==> src/rtl/mem_arb_pkg.sv <==
// Shared definitions for the unified-memory arbiter.
//   arb_state_t  : transaction FSM states
//   AW_DEFAULT   : default address width
//   DW_DEFAULT   : default data width
package mem_arb_pkg;

   typedef enum logic [1:0] {
      ARB_IDLE   = 2'd0,
      ARB_IFETCH = 2'd1,
      ARB_DACC   = 2'd2
   } arb_state_t;

   localparam int AW_DEFAULT = 32;
   localparam int DW_DEFAULT = 32;

endpackage

==> src/rtl/mem_arbiter.sv <==
// Arbitrates one single-ported, variable-latency memory between the core's
// fetch port and its data port. Data accesses win over fetches. Fetch
// results sit in a PC-tagged instruction buffer; load results sit in a
// one-entry data buffer that empties when the M-stage instruction retires.
//
// Ports:
//   clk, reset          : clock, synchronous active-high reset
//   pcF / instrF        : fetch address in, buffered instruction out
//   dreqM, memwriteM    : M-stage access present, store(1)/load(0)
//   aluoutM, writedataM : data address and store data
//   readdataM           : buffered load result
//   stall               : freezes the whole pipeline
//   mem_req/we/addr/wdata, mem_rdata, mem_ack : memory transaction port
module mem_arbiter
   import mem_arb_pkg::*;
#(
   parameter int AW = AW_DEFAULT,
   parameter int DW = DW_DEFAULT
) (
   input  logic          clk,
   input  logic          reset,
   input  logic [AW-1:0] pcF,
   output logic [DW-1:0] instrF,
   input  logic          dreqM,
   input  logic          memwriteM,
   input  logic [AW-1:0] aluoutM,
   input  logic [DW-1:0] writedataM,
   output logic [DW-1:0] readdataM,
   output logic          stall,
   output logic          mem_req,
   output logic          mem_we,
   output logic [AW-1:0] mem_addr,
   output logic [DW-1:0] mem_wdata,
   input  logic [DW-1:0] mem_rdata,
   input  logic          mem_ack
);

   arb_state_t    r_state,      w_state_next;
   logic          r_ibuf_valid, w_ibuf_valid_next;
   logic [AW-1:0] r_ibuf_pc,    w_ibuf_pc_next;
   logic [DW-1:0] r_ibuf_data,  w_ibuf_data_next;
   logic          r_dbuf_valid, w_dbuf_valid_next;
   logic [DW-1:0] r_dbuf_data,  w_dbuf_data_next;
   logic [AW-1:0] r_lat_addr,   w_lat_addr_next;
   logic          r_lat_we,     w_lat_we_next;
   logic [DW-1:0] r_lat_wdata,  w_lat_wdata_next;
   logic          r_mem_req;

   logic          w_ihit;
   logic          w_dmiss;
   logic          w_stall;

   // A stale ibuf (e.g. filled by a fetch that a redirect overtook) simply
   // misses on the tag compare, so no explicit invalidate is ever needed.
   assign w_ihit  = r_ibuf_valid && (r_ibuf_pc == pcF);
   assign w_dmiss = dreqM && !r_dbuf_valid;
   assign w_stall = !w_ihit || w_dmiss;

   assign stall     = w_stall;
   assign instrF    = r_ibuf_data;
   assign readdataM = r_dbuf_data;
   assign mem_req   = r_mem_req;
   assign mem_we    = r_lat_we;
   assign mem_addr  = r_lat_addr;
   assign mem_wdata = r_lat_wdata;

   always_ff @(posedge clk) begin
      if (reset) begin
         r_state      <= ARB_IDLE;
         r_ibuf_valid <= 1'b0;
         r_ibuf_pc    <= '0;
         r_ibuf_data  <= '0;
         r_dbuf_valid <= 1'b0;
         r_dbuf_data  <= '0;
         r_lat_addr   <= '0;
         r_lat_we     <= 1'b0;
         r_lat_wdata  <= '0;
         r_mem_req    <= 1'b0;
      end else begin
         r_state      <= w_state_next;
         r_ibuf_valid <= w_ibuf_valid_next;
         r_ibuf_pc    <= w_ibuf_pc_next;
         r_ibuf_data  <= w_ibuf_data_next;
         r_dbuf_valid <= w_dbuf_valid_next;
         r_dbuf_data  <= w_dbuf_data_next;
         r_lat_addr   <= w_lat_addr_next;
         r_lat_we     <= w_lat_we_next;
         r_lat_wdata  <= w_lat_wdata_next;
         // Request is high exactly while a transaction is outstanding.
         r_mem_req    <= (w_state_next != ARB_IDLE);
      end
   end

   always_comb begin
      w_state_next      = r_state;
      w_ibuf_valid_next = r_ibuf_valid;
      w_ibuf_pc_next    = r_ibuf_pc;
      w_ibuf_data_next  = r_ibuf_data;
      w_dbuf_valid_next = r_dbuf_valid;
      w_dbuf_data_next  = r_dbuf_data;
      w_lat_addr_next   = r_lat_addr;
      w_lat_we_next     = r_lat_we;
      w_lat_wdata_next  = r_lat_wdata;

      // An unstalled cycle retires the M-stage instruction, consuming its
      // buffered result so the next memory op must go to memory again.
      if (!w_stall) begin
         w_dbuf_valid_next = 1'b0;
      end

      case (r_state)
         ARB_IDLE: begin
            // mem_ack is ignored here: it can only be a leftover from a
            // transaction cut short by reset.
            if (w_dmiss) begin
               w_state_next     = ARB_DACC;
               w_lat_addr_next  = aluoutM;
               w_lat_we_next    = memwriteM;
               w_lat_wdata_next = writedataM;
            end else if (!w_ihit) begin
               w_state_next    = ARB_IFETCH;
               w_lat_addr_next = pcF;
               w_lat_we_next   = 1'b0;
            end
         end
         ARB_IFETCH: begin
            if (mem_ack) begin
               w_state_next      = ARB_IDLE;
               w_ibuf_valid_next = 1'b1;
               w_ibuf_pc_next    = r_lat_addr;
               w_ibuf_data_next  = mem_rdata;
            end
         end
         ARB_DACC: begin
            // Stores also mark the buffer valid so the pipeline can advance;
            // the captured data is meaningless for them.
            if (mem_ack) begin
               w_state_next      = ARB_IDLE;
               w_dbuf_valid_next = 1'b1;
               w_dbuf_data_next  = mem_rdata;
            end
         end
         default: begin
            w_state_next = ARB_IDLE;
         end
      endcase
   end

endmodule

==> config.mk <==
export PLATFORM = sky130hd
export DESIGN_NAME = mem_arbiter
export DESIGN_NICKNAME = d
export VERILOG_FILES = /design/src/rtl/mem_arb_pkg.sv /design/src/rtl/mem_arbiter.sv
export SDC_FILE = /design/constraint.sdc
export NUM_CORES = 1
export LEC_CHECK = 0
export ABC_AREA = 1
export ABC_CLOCK_PERIOD_IN_PS = 1620
export CAP_MARGIN = 5
export CORE_ASPECT_RATIO = 0.9
export CORE_MARGIN = 10
export CORE_UTILIZATION = 40
export CTS_CLUSTER_SIZE = 16
export DETAILED_ROUTE_END_ITERATION = 16
export GPL_TIMING_DRIVEN = 0
export PLACE_DENSITY = 0.87
export SYNTH_ARGS = -nofsm -noshare
export SYNTH_HDL_FRONTEND = slang
export SYNTH_SLANG_ARGS = --single-unit
==> constraint.sdc <==
create_clock -name clk -period 1.62 [get_ports clk]
set_input_delay 0.324 -clock clk [delete_from_list [all_inputs] [get_ports clk]]
set_output_delay 0.324 -clock clk [all_outputs]
set_load 0.01 [all_outputs]
* After elaboration in Yosys (flattened, before gate mapping)
Cells that the tools add are included.
W data, S select, Z words.
** Cells by class
- Reductions and logical operators :: 12
- Bitwise operators :: 0
- Order comparisons :: 0
- Eq/ne operators :: 4
- Multipliers :: 0
- Add/sub/neg operators :: 0
- Shift operators :: 0
- Multiplexer cells :: 11
- Div/mod/pow operators :: 0
** Operator list (count)
- $mux W32 :: 2
- $eq A32 B32 Y1 :: 1
- $reduce_and A2 Y1 :: 4
- $mux W2 :: 3
- $mux W1 :: 5
- $pmux W2 S2 :: 1
- $eq A2 B1 Y1 const B :: 1
- $eq A2 B2 Y1 const B :: 1
- $logic_and A1 B1 Y1 :: 2
- $logic_not A1 Y1 :: 2
- $logic_not A2 Y1 :: 1
- $ne A2 B1 Y1 const B :: 1
- $reduce_bool A2 Y1 :: 1
- $reduce_or A2 Y1 :: 1
- $logic_or A1 B1 Y1 :: 1
** Storage, ports and cells
- Memories kept :: 0
- Memory bits (read-only) :: 0
- Flip-flop bits (word level) :: 166
- Latch bits :: 0
- Word-level logic and storage cells :: 37
- Output and inout port bits :: 131
- Bits in writable memories :: 0

* Logic depth before layout (Yosys ltp)
Gate-level depths: netlist (run 1).
- Depth after elaboration :: 7
- Depth in mapped cells :: 13

* Worst setup path before layout (run 1)
No wires, ideal clock.
- Path kind :: reg2reg
- Start :: reg r_state[0]
- End :: reg r_lat_wdata[10] (netlist: mem_wdata[10])
- Period minus slack after synthesis :: 1.503 ns
- Data arrival time :: 1.433 ns
- Setup slack :: 0.117 ns
- Path buffers :: 2
- Data required time :: 1.550 ns
- Stages on the path, launching flop included :: 8
- Path through :: dfxtp_1 -> inv_1 -> ha_1 -> buf_2 -> nand2_1 -> clkbuf_1 -> nand2_1 -> a21oi_1
** Between the ends
- Longest elaborated chain between the ends :: 2
** RTL lines
- from (decl) :: line mem_arbiter.sv:38 : arb_state_t r_state, w_state_next;
- from (signal assigned) :: line mem_arbiter.sv:80 : r_state <= w_state_next;
- $logic_not A2 Y1 :: line mem_arbiter.sv:111 : case (r_state)
- $reduce_and A2 Y1 (no source line)
- to (signal assigned) :: line mem_arbiter.sv:88 : r_lat_wdata <= w_lat_wdata_next;
- to (decl) :: line mem_arbiter.sv:46 : logic [DW-1:0] r_lat_wdata, w_lat_wdata_next;
Every way passes these cells.
A chain may end at the register's enable or synchronous reset.

* Worst setup path in the final report (run 1)
- Start :: reg r_ibuf_pc[4]
- End :: out stall
** Between the ends
- Longest elaborated chain between the ends :: 4
** RTL lines
- from (decl) :: line mem_arbiter.sv:40 : logic [AW-1:0] r_ibuf_pc, w_ibuf_pc_next;
- from (signal assigned) :: line mem_arbiter.sv:82 : r_ibuf_pc <= w_ibuf_pc_next;
- $eq A32 B32 Y1 :: line mem_arbiter.sv:55 : assign w_ihit = r_ibuf_valid && (r_ibuf_pc == pcF);
- $logic_and A1 B1 Y1 :: line mem_arbiter.sv:55
- $logic_not A1 Y1
- $logic_or A1 B1 Y1 :: line mem_arbiter.sv:57 : assign w_stall = !w_ihit || w_dmiss;
- to (decl) :: line mem_arbiter.sv:29 : output logic stall,
Every way passes these cells.

==> summary.md, run 1 <==
| Metric | Value |
|---|---|
| Status | finished, violations left |
| Failing checks | setup timing |
| Setup TNS | -6.90 ns |
| First-pass GRT wire length | 44900 um |
| Actual slew at the worst max-slew pin | 0.813 ns |
| GR peak layer | met2 |
| Share of cells above drive strength 1 | 22.4% |
| Placed Cells | ~1500 |
| Cell mode on critical path | nor2_2 |
| Worst Skew | between 0.01 and 0.015 ns |
| Register-to-register setup slack | -0.24 ns |
| Setup-failing EPs final | 34 |
| Core Rows | 46 |
| Root Driver | clkbuf_16 |
| CP endpoint kind | primary output |
| Post-layout net count | ~1400 |
| GR Layer Usage met2 | between 30% and 40% |
| HPWL after DPL | 21300 um |
| Die ar. | roughly 24000 um^2 |
| Gr usage total | roughly a quarter |
| Top Ports | ~260 |
| CP required | between 1 and 1.5 ns |
| Post-DP Area | roughly 10000 um^2 |
| Syn Area/Cell | slightly above 7 um^2 |
| Register bit total from synthesis | around 170 |
| Most common cell after layout, fill and taps aside | nand2_1 |
| Residual DRC | 0 |
| Synth Area in Compound Gates | between 10% and 20% |
| Chip width | 161 um |
| Top_reg_cell synth | dfxtp_1 |
| R2R depth | 14 |
| Number of synthesized flops with an enable pin | 0 |
| Largest net degree at the start of global routing | 17 |
| Hold Path Class | primary input to register |
| Setup ws final | -0.416 ns |
| Cell Area, Synth | 7160 um^2 |
| Post-Layout Cell Count | 1559 |
| CP max FO | 2 |
| Worst-path clk slew | about 0.070 ns |
| Fin crit period | about 2.0 ns |
| Initial antenna violation count | 1 |
| Fin Hold WS | 0.339 ns |
| Crit path kind | register to primary output |
| GRT met1 Usage | between 20% and 30% |
| Total gr overflow | 0 |
| Hold path depth | 5 |
| TritonRoute pass-1 iters | 6 |
| Max VDD drop | around 0.85 mV |
| WP buf/inv | 1 |
| Unrepaired setup endpoints after global routing | yes |
| Pwr per Cell Area | 965 nW/um^2 |
| CTS tree | yes |
| Port buffer count | 262 |
| R2r endpoint | mem_addr[27]$_SDFFE_PP0P_ |
| CP Launch Type | register |
| Vias in the first global route | 8186 |
| Pre-CTS WS | -1.29 ns |
| Yosys warns | 0 |
| WL per Instance | 18.9 um |
| Skew-Pair Late Insertion Delay | approximately 0.43 ns |
| Cells after Synth | ~1000 |
| Via-per-instance ratio | between 5 and 6 |
| Multiplexer share of the synthesized area | 0% |
| Post-synthesis simple-gate area fraction | between 20% and 30% |
| Final ANT Viol Nets | 0 |
| CTS Hold Bufs | 0 |
| Power Total | about 11 mW |
| DRT iter0 DRCs | ~580 |
| Clk sinks | between 150 and 200 |
| Synth unique cells | 26 |
| Initial core utilization | around two fifths |
| Fmax | 491 MHz |
| Multi-input logic area | 3850 um^2 |
| Cell at the slowest stage of the critical path | dfxtp_4 |
| Arrival @ worst endpoint | roughly 1.7 ns |
| Endpoint, Worst Hold | mem_addr[26]$_SDFFE_PP0P_ |
| Fill count | around 1500 |
| Fin. max-slew vios | 0 |
| Slew HR | between 40% and 50% |
| RR Startpoint | r_ibuf_pc[29]$_SDFFE_PP0P_ |
| Syn_nets | 1138 |
| Fraction of registers with async set/reset | 0% |
| Register area | 3350 um^2 |
| Finished layout cell area | roughly 11000 um^2 |
| Gpl congestion | 0.937 |
| Seq/Total Area, Yosys | between 40% and 50% |
| Synth Area in Adders | less than 1% |
| Max Root-Sink Buffers | 2 |
| Util after Layout | 64.9% |
| Via Count | 8139 |
| Crit path cell chain | xnor2_4 -> nand3_2 -> nor2_2 -> nand2_1 -> nor2_2 -> nand4_1 -> buf_2 |
| Core Footprint | 17600 um^2 |
| H-tree Lvls | 4 |
| Worst hold start | pcF[26] |
| GRT met3 Usage | 8.58% |
| Max Cap Viol | 0 |
| Xor/xnor share of the synthesized area | 0.489% |
| Commonest non-fill, non-tap cells in the layout | nand2_1 (180), nor2_1 (164), dlygate4sd2_1 (151) |
| Fin crit share | 126% |
| Die height | 147 um |
| Area growth syn-to-layout | 59.6% |
| Main combinational cell family by area after synthesis | simple AND/OR/NAND/NOR gates |
| Worst path max stage delay | 0.37 ns |
| DRT Wirelength | a little under 30000 um |
| Final hold viol count | 0 |
| TritonCTS buffer count | 17 |
| Delay-heaviest family, CP | simple AND/OR/NAND/NOR gates |
| P_leak | about 5.3 nW |
power by group:
part           switching (mW)  internal (mW)  total [mW]
Combinational            1.40           1.14        2.54
Sequential              0.223           4.39        4.62
Clock                    1.73           2.16        3.89
registers in the layout (all words and copies together), names as in the netlist:
| register | flops |
|---|---|
| instrF | 32 |
| mem_addr | 32 |
| mem_wdata | 32 |
| r_ibuf_pc | 32 |
| readdataM | 32 |
| r_state | 2 |
| mem_req | 1 |
| mem_we | 1 |
| r_dbuf_valid | 1 |
| r_ibuf_valid | 1 |
repair_timing:
action                     4_1_cts  5_1_grt
pin swaps                       52       52
gates cloned                     5        0
setup endpoints to repair      281      135
hold endpoints to repair         0        0
buffers inserted                24        4
resized for setup              287      110
final cells by class:
type / instances / area share [%]
Antenna cell: 3 / 0.0657
Buffer: 59 / 3.18
Clock buffer: 21 / 3.94
Clock inverter: 10 / 0.832
Inverter: 68 / 2.23
Multi-Input combinational cell: 708 / 33.7
Sequential cell: 166 / 29.3
Tap cell: 240 / 2.63
Timing Repair Buffer: 284 / 24.1
tightest hold or removal path, stage by stage:
cell and delay (ns):
dlymetal6s2s_1 0.15, nand2_1 0.07, nand2_1 0.06, nand3_2 0.08
a21oi_2 0.05
layer usage:
layer | up-vias | part of all wire (%)
li1 | 3815 | -
met1 | 3766 | 39
met2 | 469 | 47
met3 | 89 | 11
met4 | 0 | 3.5
met5 | - | 0
synth_stat cells (2+ instances only):
master,n,area share [%]
nand2_2,31,2.7
o21ai_0,122,8.5
nor2_1,180,9.4
inv_2,9,0.47
buf_12,3,0.84
clkbuf_1,46,2.4
nand2_1,210,11
nand3_1,39,2.7
buf_2,7,0.49
nor3_1,3,0.21
inv_1,58,3.0
ha_1,4,0.70
nor2_2,2,0.17
or2_2,3,0.26
a21oi_2,30,3.7
a21oi_1,67,4.7
nand3b_1,2,0.21
dfxtp_1,166,46
nand4_1,8,0.70
xnor2_1,3,0.37
buf_1,3,0.16
kinds of logic (layout without fill, tap and decap cells):
| family | after synthesis | count (layout) |
|---|---|---|
| adder cells (fa/ha/maj) | 4 | 4 |
| AND/OR/NAND/NOR | 481 | 481 |
| XOR/XNOR | 4 | 4 |
| buffers and inverters | 127 | 442 |
| other | 0 | 3 |
| flip-flops | 166 | 166 |
| AO/OA/AOI/OAI | 219 | 219 |
worst max-delay path by stage:
| stage | startpoint | slack, ns | cells past startpoint | endpoint |
|---|---|---|---|---|
| after global routing | r_ibuf_pc[4]$_SDFFE_PP0P_ | -0.45 | 7 | stall |
| after floorplan | r_state[0]$_SDFF_PP0_ | 0.12 | 7 | mem_wdata[10]$_SDFFE_PP0P_ |
| after detailed placement | dreqM | -1.29 | 7 | stall |
| final | r_ibuf_pc[4]$_SDFFE_PP0P_ | -0.42 | 7 | stall |
| after global placement | dreqM | -1.30 | 7 | stall |
| after CTS | r_ibuf_pc[9]$_SDFFE_PP0P_ | -0.42 | 8 | stall |
Note: power is estimated with default switching activity, not from simulation.
==> run 2, diff against run 1 <==
--- a/config.mk
+++ b/config.mk
@@ -18,3 +18,4 @@
 export SYNTH_ARGS = -nofsm -noshare
 export SYNTH_HDL_FRONTEND = slang
 export SYNTH_SLANG_ARGS = --single-unit
+export TNS_END_PERCENT = 100
==> results of run 2 <==
No change in the layout: final DEF, timing and power equal those of run 1.
==> run 3, diff against run 2 <==
--- a/config.mk
+++ b/config.mk
@@ -11,6 +11,7 @@
 export CORE_ASPECT_RATIO = 0.9
 export CORE_MARGIN = 10
 export CORE_UTILIZATION = 40
+export CTS_BUF_LIST = sky130_fd_sc_hd__clkbuf_16
 export CTS_CLUSTER_SIZE = 16
 export DETAILED_ROUTE_END_ITERATION = 16
 export GPL_TIMING_DRIVEN = 0
==> run 3 against run 2 <==
- the flow still finishes with violations (setup timing)
- setup slack worse by 0.070 ns
- final area grew 0.60%
- sequential share of layout area is 0.078 points lower
- sequential power barely moved
- clock power down 2%
- critical path depth is the same
- fmax decreased by 3.3%
- via count rose by 0.12%
- die area is the same
- hold slack better by 0.025 ns
- total power shrank 0.47%
- first-iteration DRC count grew 7.5%
- critical endpoint unchanged
- largest power group unchanged
- highest routed layer unchanged
==> summary.md, run 3 (same netlist as run 1, synthesis figures left out) <==
| Metric | Value |
|---|---|
| Skew-Pair Late Insertion Delay | 0.43 ns (about the same) |
| CTS tree | yes (unchanged) |
| Initial core utilization | 40.7% (unchanged) |
| Max VDD drop | 0.856 mV (was 0.851 mV) |
| CP Launch Type | register (unchanged) |
| Max Root-Sink Buffers | 2 (unchanged) |
| Gpl congestion | 0.937 (unchanged) |
| Port buffer count | 262 (unchanged) |
| Hold Path Class | primary input to register (unchanged) |
| Setup ws final | -0.485 ns (was -0.416 ns) |
| WL per Instance | 19.1 um (was 18.9 um) |
| Max Cap Viol | 0 (unchanged) |
| Pwr per Cell Area | 955 nW/um^2 (was 965 nW/um^2) |
| Clk sinks | 166 (unchanged) |
| Fin crit period | 2.11 ns (was 2.04 ns) |
| Final ANT Viol Nets | 0 (unchanged) |
| Fmax | 475 MHz (was 491 MHz) |
| Root Driver | clkbuf_16 (unchanged) |
| Via-per-instance ratio | 5.22 (about the same) |
| Core Rows | 46 (unchanged) |
| Vias in the first global route | 8225 (was 8186) |
| Util after Layout | 65.3% (was 64.9%) |
| Unrepaired setup endpoints after global routing | yes (unchanged) |
| Worst Skew | 0.0145 ns (was 0.0132 ns) |
| CP required | 1.30 ns (about the same) |
| Failing checks | setup timing (unchanged) |
| TritonCTS buffer count | 17 (unchanged) |
| Fin. max-slew vios | 0 (unchanged) |
| CP max FO | 2 (unchanged) |
| CP endpoint kind | primary output (unchanged) |
| Top Ports | 264 (unchanged) |
| Setup-failing EPs final | 34 (unchanged) |
| TritonRoute pass-1 iters | 6 (unchanged) |
| Core Footprint | 17600 um^2 (unchanged) |
| P_leak | 5.35 nW (was 5.32 nW) |
| Fin crit share | 130% (was 126%) |
| Final hold viol count | 0 (unchanged) |
| Crit path cell chain | inv_1 -> nand2_1 -> a21oi_2 -> nand4_1 -> nor2_2 -> nand4_1 -> buf_2 (was xnor2_4 -> nand3_2 -> nor2_2 -> nand2_1 -> nor2_2 -> nand4_1 -> buf_2) |
| Via Count | 8149 (was 8139) |
| Chip width | 161 um (unchanged) |
| H-tree Lvls | 4 (unchanged) |
| Largest net degree at the start of global routing | 17 (unchanged) |
| Initial antenna violation count | 1 (unchanged) |
| Die height | 147 um (unchanged) |
| Most common cell after layout, fill and taps aside | nand2_1 (unchanged) |
| RR Startpoint | r_ibuf_pc[30]$_SDFFE_PP0P_ (was r_ibuf_pc[29]$_SDFFE_PP0P_) |
| Gr usage total | 23.7% (about the same) |
| DRT Wirelength | 29700 um (was 29400 um) |
| Worst path max stage delay | 0.33 ns (was 0.37 ns) |
| Share of cells above drive strength 1 | 23.6% (was 22.4%) |
| Setup TNS | -7.77 ns (was -6.90 ns) |
| First-pass GRT wire length | 45100 um (was 44900 um) |
| Slew HR | 46.9% (was 45.8%) |
| Arrival @ worst endpoint | 1.78 ns (was 1.71 ns) |
| Worst-path clk slew | 0.07 ns (about the same) |
| Worst hold start | pcF[0] (was pcF[26]) |
| Commonest non-fill, non-tap cells in the layout | nand2_1 (177), nor2_1 (161), dlygate4sd2_1 (153) (was nand2_1 (180), nor2_1 (164), dlygate4sd2_1 (151)) |
| Die ar. | 23700 um^2 (unchanged) |
| Total gr overflow | 0 (unchanged) |
| WP buf/inv | 2 (was 1) |
| Fill count | 1480 (was 1502) |
| Post-layout net count | 1443 (was 1441) |
| Crit path kind | register to primary output (unchanged) |
| HPWL after DPL | 21300 um (unchanged) |
| Cell mode on critical path | nand4_1 (was nor2_2) |
| Power Total | 11.0 mW (about the same) |
| Area growth syn-to-layout | 60.6% (was 59.6%) |
| DRT iter0 DRCs | 627 (was 583) |
| Crit. Startpoint | r_ibuf_pc[30]$_SDFFE_PP0P_ (was r_ibuf_pc[4]$_SDFFE_PP0P_) |
| Delay-heaviest family, CP | simple AND/OR/NAND/NOR gates (unchanged) |
| Status | finished, violations left (unchanged) |
| Actual slew at the worst max-slew pin | 0.797 ns (was 0.813 ns) |
| Cell at the slowest stage of the critical path | dfxtp_1 (was dfxtp_4) |
| Residual DRC | 0 (unchanged) |
run 3: cell count changes in the layout (fill, tap and decap cells not counted), sizes merged:
cell           change
buf                +3
dlygate4sd2        +2
clkdlybuf4s50      -1
clkinv             +1
clkbuf             -5
dlymetal6s2s       -1
inv                +3
run 3: what timing repair did:
| item | 4_1_cts | 5_1_grt |
|---|---|---|
| pin swaps | 52 | 45 |
| hold buffers | 0 | 0 |
| gates resized for setup | 296 | 125 |
| endpoints found under the setup margin | 281 | 135 |
| setup buffers | 28 | 6 |
| gates cloned | 5 | 0 |
run 3: cell type report:
class                      count  area [um^2]  share of cell area (%)
sequential                   166         3360                    29.3
tap                          240          300                    2.61
antenna                        3         7.51                  0.0653
buffer                        59          363                    3.15
timing repair buffer         286         2770                    24.1
clock buffer                  17          425                    3.70
multi-input combinational    708         3910                    33.9
inverter                      68          258                    2.24
clock inverter                14          110                   0.957
run 3: worst min-delay path, cell delays in order:
cell            delay (ns)
dlymetal6s2s_1        0.17
nand2_1               0.08
nand2_1               0.05
nand3_2               0.08
a21oi_2               0.04
run 3: through the flow:
step / std cells / hold slack [ns] / setup slack (ns) / area, um^2
detailed placement: 1503 / 0.451 / -1.29 / 10100
global placement: 1503 / 0.445 / -1.30 / 10100
global route: 1559 / 0.383 / -0.514 / 11500
CTS: 1564 / 0.417 / -0.416 / 11200
finish: 1561 / 0.365 / -0.485 / 11500
floorplan: 1001 / 0.430 / 0.117 / 7160
run 3: report_power, final:
part / internal [mW] / total (mW) / switching [mW]
Sequential: 4.39 / 4.62 / 0.226
Combinational: 1.15 / 2.56 / 1.42
Clock: 2.09 / 3.80 / 1.71
Total: 7.63 / 11.0 / 3.36
run 3: worst paths after layout:
kind	to	slack, ns	depth (start not counted)
worst max-delay path	stall	-0.49	7
worst min-delay path	mem_addr[0]$_SDFFE_PP0P_	0.36	5
worst max register to register	mem_addr[27]$_SDFFE_PP0P_	-0.27	13
worst min register to register	mem_wdata[8]$_SDFFE_PP0P_	0.46	2
run 3: metal layers:
metal  share of wire, %  global-route usage (%)  vias to the layer above
met2                 48                    40.1                      448
met5                  0                       0                        -
met1                 38                    26.9                     3800
met3                 11                    8.44                       78
met4                3.1                    9.09                        0
li1                   -                       -                     3823
